$ cat config.mk
export PLATFORM = sky130hd
export DESIGN_NAME = add_mul_sgn_seq
export DESIGN_NICKNAME = d
export VERILOG_FILES = /design/src/rtl/add_mul_sgn_seq.sv
export SDC_FILE = /design/constraint.sdc
export NUM_CORES = 1
export LEC_CHECK = 0
export CAP_MARGIN = 20
export CORE_MARGIN = 1.5
export CORE_UTILIZATION = 25
export CTS_CLUSTER_SIZE = 20
export DETAILED_ROUTE_END_ITERATION = 6
export SLEW_MARGIN = 20
export SYNTH_ARGS = -nofsm -noshare
export SYNTH_HDL_FRONTEND = slang
export SYNTH_SLANG_ARGS = --single-unit
$ cat constraint.sdc
create_clock -name clk -period 19.7 [get_ports clk]
set_input_delay 3.94 -clock clk [delete_from_list [all_inputs] [get_ports clk]]
set_output_delay 3.94 -clock clk [all_outputs]
set_load 0.03 [all_outputs]
$ cat src/rtl/add_mul_sgn_seq.sv
// Sequential signed (XS+XC)*Y multiply-accumulate. Retires step_bits multiplier bits per cycle
// into a one-bit-guarded partial sum, with sticky overflow across accumulating ops.
//
// state | meaning
// ------+--------------------------------------------------------------
// IDLE  | waiting for operands, in_ready=1
// BUSY  | retiring one multiplier digit per cycle, cnt = 0..n_steps-1
// DONE  | p/ovf hold a fresh result, out_valid=1 until out_ready
module add_mul_sgn_seq #(
  parameter int width_x   = 8,
  parameter int width_y   = 8,
  parameter int step_bits = 1,
  parameter int width_a   = 20
) (
  input  logic                      clk,
  input  logic                      rst_n,
  input  logic                      in_valid,
  output logic                      in_ready,
  input  logic signed [width_x-1:0] xs,
  input  logic signed [width_x-1:0] xc,
  input  logic signed [width_y-1:0] y,
  input  logic                      acc,
  output logic                      out_valid,
  input  logic                      out_ready,
  output logic signed [width_a-1:0] p,
  output logic                      ovf
);

  localparam int n_steps = (width_x + step_bits) / step_bits;
  localparam int xw      = n_steps * step_bits;
  localparam int gw      = width_a + 1;
  localparam int cw      = (n_steps > 1) ? $clog2(n_steps) : 1;

  typedef enum logic [1:0] {S_IDLE, S_BUSY, S_DONE} state_t;

  state_t                 state, state_nxt;
  logic [cw-1:0]          cnt;
  logic                   last_step, accept, step_en, acc_q;
  logic signed [width_x:0] x_sum;
  logic signed [xw-1:0]   x_sh;
  logic [step_bits-1:0]   dig;
  logic signed [gw-1:0]   y_sh, part, dig_ext, term, fin, base;

  always_ff @(posedge clk or negedge rst_n) begin
    if (!rst_n) state <= S_IDLE;
    else        state <= state_nxt;
  end

  always_comb begin
    state_nxt = state;
    in_ready  = 1'b0;
    out_valid = 1'b0;
    step_en   = 1'b0;
    case (state)
      S_IDLE: begin
        in_ready = 1'b1;
        if (in_valid) state_nxt = S_BUSY;
      end
      S_BUSY: begin
        step_en = 1'b1;
        if (last_step) state_nxt = S_DONE;
      end
      S_DONE: begin
        out_valid = 1'b1;
        in_ready  = out_ready;
        if (out_ready) state_nxt = in_valid ? S_BUSY : S_IDLE;
      end
      default: state_nxt = S_IDLE;
    endcase
  end

  assign accept    = in_valid & in_ready;
  assign last_step = (cnt == cw'(n_steps - 1));

  // Exact carry-save sum: one extra bit removes any overflow restriction on XS+XC.
  assign x_sum = $signed({xs[width_x-1], xs}) + $signed({xc[width_x-1], xc});
  assign dig   = x_sh[step_bits-1:0];

  // The top digit is two's complement (its MSB has negative weight), lower digits are unsigned.
  assign dig_ext = last_step ? gw'($signed(dig)) : gw'(dig);
  assign term    = dig_ext * y_sh;
  assign fin     = part + term;
  assign base    = acc ? gw'(p) : '0;

  always_ff @(posedge clk or negedge rst_n) begin
    if (!rst_n) begin
      x_sh  <= '0;
      y_sh  <= '0;
      part  <= '0;
      cnt   <= '0;
      acc_q <= 1'b0;
      p     <= '0;
      ovf   <= 1'b0;
    end else if (accept) begin
      x_sh  <= xw'(x_sum);
      y_sh  <= gw'(y);
      part  <= base;
      cnt   <= '0;
      acc_q <= acc;
      if (!acc) ovf <= 1'b0;
    end else if (step_en) begin
      x_sh <= x_sh >> step_bits;
      y_sh <= y_sh << step_bits;
      part <= fin;
      cnt  <= cnt + cw'(1);
      if (last_step) begin
        p   <= fin[width_a-1:0];
        ovf <= (acc_q & ovf) | (fin[gw-1] ^ fin[gw-2]);
      end
    end
  end

endmodule

Word-level counts from Yosys, hierarchy flattened

Cells that the tools add are included.

Add/sub/neg operators: 3
Multipliers: 1
Div/mod/pow operators: 0
$lt $le $gt $ge: 0
Equal/unequal tests: 7
Shifts and indexed selects: 0
Mux-type cells: 22
Bitwise logic cells: 5
Reductions and logical operators: 6

Operators by type and width:

| operator            | number |
|---|---|
| $mux 21             | 6 |
| $add 21x21->21      | 1 |
| $mul 21x21->21      | 1 |
| $mux 9              | 2 |
| $add 8x8->9         | 1 |
| $reduce_and 3->1    | 3 |
| $mux 4              | 2 |
| $ne 2x2->1 const B  | 4 |
| $mux 1              | 7 |
| $mux 2              | 3 |
| $pmux 2 s3          | 1 |
| $add 4x1->4 const B | 1 |
| $eq 4x4->1 const B  | 1 |
| $reduce_bool 2->1   | 2 |
| $and 1x1->1         | 2 |
| $eq 2x1->1 const B  | 1 |
| $eq 2x2->1 const B  | 1 |
| $logic_not 2->1     | 1 |
| $pmux 1 s2          | 1 |
| $not 1->1           | 1 |
| $or 1x1->1          | 1 |
| $xor 1x1->1         | 1 |

Bits in registers: 79
Latch bits: 0
Bits in writable memories: 0
ROM bits: 0
Input bits: 29
Output and inout port bits: 23
Logic and storage cells: 52
Memories: 0

Longest topological paths before layout

Gate-level depths: netlist (run 1).

Depth after elaboration: 9
Depth in mapped cells: 28
Depth with buffers taken out: 27

Worst setup path before layout (run 1)

Ideal clock, no wire load.

Kind: input to output
Start: input port out_ready
End: output port in_ready
Data arrival time: 4.531 ns
Required time: 15.760 ns
Slack: 11.229 ns
Cell stages on the path: 2
Path buffers: 0
Path through: inv_1 -> a21oi_1

Cells in the longest elaborated chain, start to end: 1

RTL lines:

| item               | line | source |
|---|---|---|
| start: declaration | 24   | `input logic out_ready,` |
| $pmux 1 s2         | 54   | `case (state)` |
| end: declaration   | 18   | `output logic in_ready,` |

Every way passes these cells.

Worst setup path in the final report (run 1)

Ends and elaborated chain as after synthesis.

==> impl_metrics.ini, run 1 <==
[cts]
cts_hold_buf = 0
cts_resized = 0
cts_root_buf = clkbuf_16
htree_levels = 3
cts_tree = yes
cts_buffers = 9
clock_latency_ps = 360
post_cts_buffers = 0
numClockSinks = 79
clockBufferDepth = 2
cts.clk_slew.worst_paths_ps = 70

[placed_design]
dp_cells = 1425
port_buffers = 51
routabilityCongestion = 0.817
dp_hpwl_um = 15100

[global_route]
grt_util_all_layers_pct = 11.8
grt_max_degree = 55
antenna_found_initial = 0
globalRouteOverflowTotal = 0
grt_pass1_vias = 6538
grt_pass1_wl_um = 33300

[drt]
drtIter0Drc = 297
drtAntennaViolNets = 0
first_pass_iters = 4
drt-total-wl_um = 19800
drc_errors = 0
wl_per_cell_um = 13.7
vias = 6324
vias_per_cell = 4.39

[sta]
period_minus_slack_ps = 9380
hold_viol_final = 0
finalCritPeriodShare_pct = 47.6
drv_slew = 0
worst_pin_slew_ps = 956
fmax_ghz = 0.107
fin_setup_tns_ps = 0
relSlewSlack_pct = 36.0
finClkSkew_ps = 7.86
setup_viol = 0
grt_setup_unrepaired = false
hold_ws_ps = 484

[critical_path]
cp.arrival_ps = 5440
critical_path.most_common_cell = clkdlybuf4s50_1
worstSetupEndpointType = output pin
critical_path_required_ps = 15760
slowest_stage = clkdlybuf4s50_1
startpoint_type = input pin
crit_type = input pin to output pin
max_stage_delay_ps = 730
worstPathCellList = clkdlybuf4s50_1 -> inv_1 -> a21oi_1 -> clkdlybuf4s50_1
crit_fanout = 3

[die]
core-area_mm2 = 0.0338
io_pins = 52
num_rows = 67
die_w_um = 189
die_h_um = 189
dieArea_mm2 = 0.0357
initial_core_util_pct = 25.6

[synth]
synth_fp_nets = 1187
ys_warn_count = 0
synth_area_mm2 = 0.00865
synth-seq-cells = 79
synth_top_area_share_pct = 23.8
async_flop_share_pct = 100
synth.distinct_cells = 46
synth.area.top_cells = fa_1 24%, dfrtp_1 23%, ha_1 15%
syn-mean-instance-area_um2 = 9.11
synth-edff-count = 0
synth_flop_cell = dfrtp_1
yosysSeqAreaShare_pct = 22.9
yosysTopAreaCell = fa_1
syn_inst = 949

[cells_and_area]
area_delta_synth_final_pct = 15.8
fin_nets = 1226
final_cells = 1441
drive_above_1_share_pct = 3.42
post-route-util_pct = 29.6
antenna_cells = 0

[pwr]
powerDensity_mw_per_mm2 = 157
design_power_total_mw = 1.57
p_leak_nw = 5.24
peakVddDrop_mv = 0.0916

[min_path]
hp-class = flop to flop

[status]
outcome = finished clean

[flow_run]
cap_violations = 0
## critical path: cells and delay by family
family | cells | cell delay (ps)
buf+inv | 3 | 1270
compound gates | 1 | 240
## per-stage QoR
stage,cell area (µm²),worst slack [ps]
final,10000,10320
after CTS,10000,10310
after global placement,9670,10330
after detailed placement,9680,10320
after global routing,10000,10210
after floorplan,8650,11230
## worst paths after layout
path / from / to / cells after the start / slack [ps]
worst max-delay path: out_ready / in_ready / 4 / 10320
worst min register to register: acc_q$_DFFE_PN0P_ / acc_q$_DFFE_PN0P_ / 2 / 480
worst max register to register: cnt[0]$_DFFE_PN0P_ / ovf$_DFFE_PN0P_ / 26 / 11720
worst min-delay path: acc_q$_DFFE_PN0P_ / acc_q$_DFFE_PN0P_ / 2 / 480
max in group asynchronous: rst_n / y_sh[14]$_DFFE_PN0P_ / 2 / 15130
min in group asynchronous: rst_n / x_sh[2]$_DFFE_PN0P_ / 1 / 3510
## cell usage after synthesis (17+ instances only)
library cell	number
a21oi_1	45
dfrtp_1	79
inv_1	191
fa_1	103
o21ai_1	17
nor2_1	17
ha_1	106
and2_1	17
xnor2_1	35
clkbuf_1	31
a31oi_1	32
nand2_1	162
## flip-flops by register name, indices dropped and copies added (netlist names)
register,count
cnt,4
acc_q,1
part,21
state,2
ovf,1
p,20
x_sh,9
y_sh,21
## layer usage
layer / GRT usage (%) / share of wire, % / vias up / wire, µm
met5: 0 / 0 / - / 0
met1: 15.8 / 47 / 3111 / 9330
met2: 19.7 / 47 / 113 / 9350
met4: 4.00 / 1.9 / 0 / 380
met3: 1.67 / 3.7 / 19 / 725
li1: - / - / 3081 / -
## where the power goes
part           switching, mW  total (mW)  internal, mW  leakage, nW
combinational          0.631        1.08         0.450         4.08
clock                 0.0806       0.195         0.114        0.161
sequential            0.0570       0.298         0.241        0.992
## area by class of cell
class	instances	area, µm²
clock buffer	9	225
clock inverter	7	113
fill	3527	23800
inverter	191	717
multi-input combinational	646	5840
sequential	79	1980
tap	448	561
timing repair buffer	61	583
## logic make-up after synthesis
group | count (synthesis) | synth area share (%)
buffers and inverters | 224 | 9.81
AND/OR/NAND/NOR | 236 | 11.8
adder cells (fa/ha/maj) | 209 | 39.2
AO/OA/AOI/OAI | 150 | 10.5
flip-flops | 79 | 22.9
multiplexers | 1 | 0.116
XOR/XNOR | 50 | 5.72
## layout by cell type, fill, tap and decap left out, types with 2 or more instances in the layout
| cell type | instances |
|---|---|
| o21ai_0 | 11 |
| o22ai_1 | 3 |
| a21o_1 | 11 |
| a31oi_1 | 32 |
| nor2_1 | 17 |
| nor2b_1 | 5 |
| xnor3_1 | 3 |
| buf_4 | 11 |
| xnor2_1 | 35 |
| nand2_1 | 161 |
| o21bai_1 | 4 |
| nor3_1 | 4 |
| o21ai_1 | 17 |
| xnor2_2 | 2 |
| inv_6 | 2 |
| clkbuf_16 | 9 |
| inv_1 | 191 |
| xor2_1 | 10 |
| bufinv_16 | 2 |
| dfrtp_1 | 79 |
| a21oi_1 | 45 |
| and3_1 | 9 |
| and2_1 | 17 |
| ha_1 | 106 |
| a211oi_1 | 7 |
| clkdlybuf4s50_1 | 50 |
| nand4_1 | 2 |
| o211ai_1 | 4 |
| fa_1 | 103 |
| nand3_1 | 10 |
| a22oi_1 | 8 |
Power figures use the tool's default switching activity.
==> inputs of run 2 (changes only) <==
clock period = 8.99 ns   (was 19.7 ns; I/O delays follow)
==> run 2 against run 1 <==
  * Sequential power up 120%
  * Flip-flop and latch count unchanged
  * First-iteration DRC count down 16%
  * Worst hold slack worse by 11 ps
  * Cell area down 0.55%
  * Combinational power up 120%
  * Utilization down 0.16 points
==> impl_metrics.ini, run 2 (same netlist as run 1, synthesis figures left out) <==
[status]
outcome = finished clean

[cells_and_area]
antenna_cells = 0
mostFrequentLayoutCells = 191 x inv_1, 161 x nand2_1, 106 x ha_1
area_delta_synth_final_pct = 15.2
register_area_mm2 = 0.00198
reg_top3 = part (21), y_sh (21), p (20)
filler_cell_count = 3559
mostFrequentLayoutCell = inv_1
multi_input_area_mm2 = 0.00584
final_cells = 1438
fin_nets = 1223
drive_above_1_share_pct = 3.13

[drt]
drtAntennaViolNets = 0
vias = 6287
wl_per_cell_um = 14.3
drc_errors = 0
drt-total-wl_um = 20600
first_pass_iters = 4
vias_per_cell = 4.37
drtIter0Drc = 248

[critical_path]
critical_path_required_ps = 9240
crit_type = flop to flop
cp.arrival_ps = 8050
worstSetupEndpointType = flop
r2r_slack_ps = 1190
crit_fanout = 13
startpoint_type = flop

[pwr]
peakVddDrop_mv = 0.166
seqPwrFrac_pct = 19.3
p_leak_nw = 5.21
share_comb_of_total_power_pct = 69.2
powerDensity_mw_per_mm2 = 346
p_switching_mw = 1.70
p_sw_share_pct = 49.4
p_clk_share_pct = 11.5
design_power_total_mw = 3.44
internal_power_mw = 1.74

[sta]
period_minus_slack_ps = 7800
grt_setup_unrepaired = false
worst_pin_slew_ps = 1000
drv_slew = 0
hold_viol_final = 0
setup_viol = 0
relSlewSlack_pct = 32.8
fmax_ghz = 0.128
fin_setup_tns_ps = 0
hold_ws_ps = 472
finalCritPeriodShare_pct = 86.8
finClkSkew_ps = 8.79

[die]
dieArea_mm2 = 0.0357
io_pins = 52
num_rows = 67
die_h_um = 189
core-area_mm2 = 0.0338
initial_core_util_pct = 25.6
die_w_um = 189

[cts]
cts_hold_buf = 0
clock_latency_ps = 350
numClockSinks = 79
clockBufferDepth = 2
cts_root_buf = clkbuf_16
htree_levels = 3
cts_resized = 0
cts.clk_slew.worst_paths_ps = 70
cts_buffers = 9
post_cts_buffers = 0
cts_tree = yes

[global_route]
grt_max_degree = 80
grt_pass1_wl_um = 34500
grt_util_all_layers_pct = 12.2
grt_pass1_vias = 6639
globalRouteOverflowTotal = 0
antenna_found_initial = 0

[min_path]
hp-class = flop to flop

[flow_run]
cap_violations = 0

[placed_design]
dp_hpwl_um = 15800
dp_cells = 1422
routabilityCongestion = 0.827
port_buffers = 51
==> run 2: cell count changes in the layout (fill, tap and decap cells not counted) <==
| cell | previous run | this run |
|---|---|---|
| buf_6 | 0 | 1 |
| inv_8 | 1 | 0 |
| clkbuf_8 | 0 | 1 |
| buf_2 | 0 | 1 |
| buf_4 | 11 | 7 |
| clkinv_8 | 1 | 0 |
| clkinv_4 | 0 | 1 |
| clkbuf_1 | 0 | 1 |
| bufinv_16 | 2 | 1 |
| clkdlybuf4s50_1 | 50 | 49 |
==> run 2: path summary, 6_finish.rpt <==
kind | cells past startpoint | from | end
worst max-delay path | 24 | cnt[0]$_DFFE_PN0P_ | part[18]$_DFFE_PN0P_
worst min-delay path | 2 | acc_q$_DFFE_PN0P_ | acc_q$_DFFE_PN0P_
worst max register to register | 24 | cnt[0]$_DFFE_PN0P_ | part[18]$_DFFE_PN0P_
worst min register to register | 2 | acc_q$_DFFE_PN0P_ | acc_q$_DFFE_PN0P_
max in group asynchronous | 1 | rst_n | p[17]$_DFFE_PN0P_
min in group asynchronous | 1 | rst_n | x_sh[2]$_DFFE_PN0P_
==> run 2: power groups by stage <==
stage | clock [mW] | combinational [mW] | sequential [mW]
5_1_grt | 0.420 | 2.73 | 0.689
3_5_place_dp | 0 | 2.40 | 0.667
2_1_floorplan | 0 | 1.76 | 0.693
3_3_place_gp | 0 | 2.33 | 0.667
4_1_cts | 0.407 | 2.41 | 0.662
6_report | 0.396 | 2.38 | 0.664
==> run 2: critical path: stages (launching register included) <==
cell and delay [ps]:
dfrtp_1 420, inv_1 70, ha_1 140, and3b_1 410, and2_1 450, nand2_1 220
fa_1 820, buf_4 270, fa_1 460, fa_1 540, inv_1 50, fa_1 510
fa_1 430, fa_1 540, inv_1 50, fa_1 520, inv_1 40, ha_1 340
a41oi_1 230, o221ai_1 220, a211oi_1 310, a21oi_1 100, xnor2_1 200, a211oi_1 110
a31o_1 220
==> run 2: metal layers <==
metal  track usage [%]  routed length [µm]
met5                 0                   0
met4              3.14                 344
met3              2.11                 990
met1              16.8                9890
met2              19.9                9320
==> run 2: stage by stage <==
step / cell area, µm² / setup slack [ps] / utilization (%)
after floorplan: 8650 / 1840 / -
after CTS: 9950 / 1150 / 29.5
final: 9960 / 1190 / 29.5
after detailed placement: 9650 / 1140 / 28.6
after global placement: 9650 / 1390 / 28.6
after global routing: 9960 / 662 / 29.5
==> run 2: cell type report <==
type | instances | share of cell area, %
well taps | 448 | 5.63
clock buffers | 11 | 2.44
inverters | 191 | 7.20
multi-input cells | 646 | 58.6
flip-flops and latches | 79 | 19.9
clock inverters | 5 | 0.641
repair buffers | 58 | 5.62
==> inputs of run 3 (changes only) <==
CORE_UTILIZATION = 40   (was 25)
CTS_BUF_LIST = sky130_fd_sc_hd__clkbuf_8   (was default)
==> run 3 against run 2 <==
  * Global-route usage is 7.6 points higher
  * Via count up 1.0%
  * Worst hold slack better by 20 ps
  * Critical endpoint is now ovf$_DFFE_PN0P_
  * Critical path depth shrank 2
  * Setup slack lost 170 ps
  * Sequential power is essentially flat
  * Largest cell class unchanged
==> impl_metrics.ini, run 3 (same netlist as run 1, synthesis figures left out) <==
[placed_design]
dp_hpwl_um = 16100
routabilityCongestion = 0.845
port_buffers = 51

[cts]
cts.clk_slew.worst_paths_ps = 90
cts_resized = 0
cts_hold_buf = 0
cts_root_buf = clkbuf_8
numClockSinks = 79
cts_tree = yes
clockBufferDepth = 2
clock_latency_ps = 390
cts_buffers = 9
post_cts_buffers = 0
htree_levels = 3

[die]
io_pins = 52
dieArea_mm2 = 0.0225
num_rows = 53
die_h_um = 150
core-area_mm2 = 0.0211
initial_core_util_pct = 41.0
die_w_um = 150

[critical_path]
crit_start = cnt[0]$_DFFE_PN0P_
startpoint_type = flop
crit_fanout = 13
worstRegToRegCells = 22
worst_r2r_endpoint = ovf$_DFFE_PN0P_
timing.rr.start = cnt[0]$_DFFE_PN0P_
r2r_slack_ps = 1010
crit_end = ovf$_DFFE_PN0P_
crit_type = flop to flop
worstSetupEndpointType = flop
cp.arrival_ps = 8250
critical_path_required_ps = 9260

[cells_and_area]
fin_nets = 1224
reg_top3 = part (21), y_sh (21), p (20)
post-route-util_pct = 45.6
filler_cell_count = 2094
multi_input_area_mm2 = 0.00584
mostFrequentLayoutCell = inv_1
area_delta_synth_final_pct = 11.3
antenna_cells = 0
drive_above_1_share_pct = 3.33
register_area_mm2 = 0.00198
mostFrequentLayoutCells = 191 x inv_1, 161 x nand2_1, 106 x ha_1

[pwr]
peakVddDrop_mv = 0.172
p_leak_nw = 5.16
powerDensity_mw_per_mm2 = 347

[sta]
finalCritPeriodShare_pct = 88.7
hold_viol_final = 0
period_minus_slack_ps = 7980
grt_setup_unrepaired = false
drv_slew = 0
relSlewSlack_pct = 35.9
setup_viol = 0
fmax_ghz = 0.125
fin_setup_tns_ps = 0
worst_pin_slew_ps = 959
finClkSkew_ps = 12.0

[drt]
drt-total-wl_um = 20500
wl_per_cell_um = 16.2
first_pass_iters = 5
vias = 6352
drc_errors = 0
vias_per_cell = 5.02
drtAntennaViolNets = 0
drtIter0Drc = 424

[min_path]
hp-class = flop to flop
hp-start = acc_q$_DFFE_PN0P_

[global_route]
antenna_found_initial = 0
grt_util_all_layers_pct = 19.8
grt_max_degree = 56
grt_pass1_wl_um = 34000
grt_pass1_vias = 6422
globalRouteOverflowTotal = 0

[flow_run]
cap_violations = 0

[status]
outcome = finished clean
## run 3: cell types whose count changed in the layout (fill, tap and decap cells not counted)
cell / before / now
clkinv_4: 1 / 2
clkbuf_8: 1 / 9
clkinv_2: 0 / 2
buf_4: 7 / 9
clkinvlp_4: 1 / 0
clkbuf_1: 1 / 0
bufinv_16: 1 / 0
buf_6: 1 / 0
clkbuf_16: 9 / 0
inv_8: 0 / 1
## run 3: area by class of cell
class	instances	area share (%)
Timing Repair Buffer	59	5.85
Tap cell	275	3.58
Sequential cell	79	20.6
Clock inverter	7	0.585
Multi-Input combinational cell	646	60.7
Inverter	191	7.45
Clock buffer	9	1.29
## run 3: worst min-delay path by stage
stage	depth (start not counted)	slack (ps)	endpoint
5_1_grt	2	510	acc_q$_DFFE_PN0P_
3_3_place_gp	2	460	acc_q$_DFFE_PN0P_
4_1_cts	2	500	acc_q$_DFFE_PN0P_
3_5_place_dp	2	480	acc_q$_DFFE_PN0P_
6_report	2	490	acc_q$_DFFE_PN0P_
2_1_floorplan	2	440	acc_q$_DFFE_PN0P_
## run 3: per-stage QoR
stage	hold slack, ps	worst slack, ps	cells	cell area, µm²	power [mW]
2_1_floorplan	441	1840	949	8650	2.45
3_3_place_gp	463	1190	1250	9440	3.05
3_5_place_dp	478	974	1250	9430	3.08
4_1_cts	502	960	1266	9610	3.36
5_1_grt	514	496	1266	9620	3.72
6_report	492	1010	1266	9620	3.33
## run 3: worst max-delay path, stage by stage, from the launching register on
cell	delay, ps
dfrtp_1	420
inv_1	70
ha_1	130
and3b_1	440
and2_1	440
nand2_1	220
fa_1	890
buf_4	290
fa_1	460
fa_1	570
fa_1	440
fa_1	560
fa_1	430
fa_1	490
inv_1	40
ha_1	360
a41oi_1	290
o221ai_1	260
a211oi_1	430
o21ai_1	210
xnor2_2	200
xnor2_1	140
a21oi_1	80
## run 3: where the power goes
group | total [mW] | switching (mW) | internal, mW | leakage (nW)
logic | 2.40 | 1.41 | 0.991 | 4.07
clock network | 0.265 | 0.160 | 0.104 | 0.0959
registers | 0.666 | 0.139 | 0.527 | 0.992
total | 3.33 | 1.71 | 1.62 | 5.16
## run 3: layer usage
metal  wire length, µm  global-route usage [%]  vias up
met4               371                    5.93        0
met5                 0                       0        -
met1             10400                    29.9     3126
met2              8860                    29.5      128
li1                  -                       -     3077
met3               867                    2.47       21
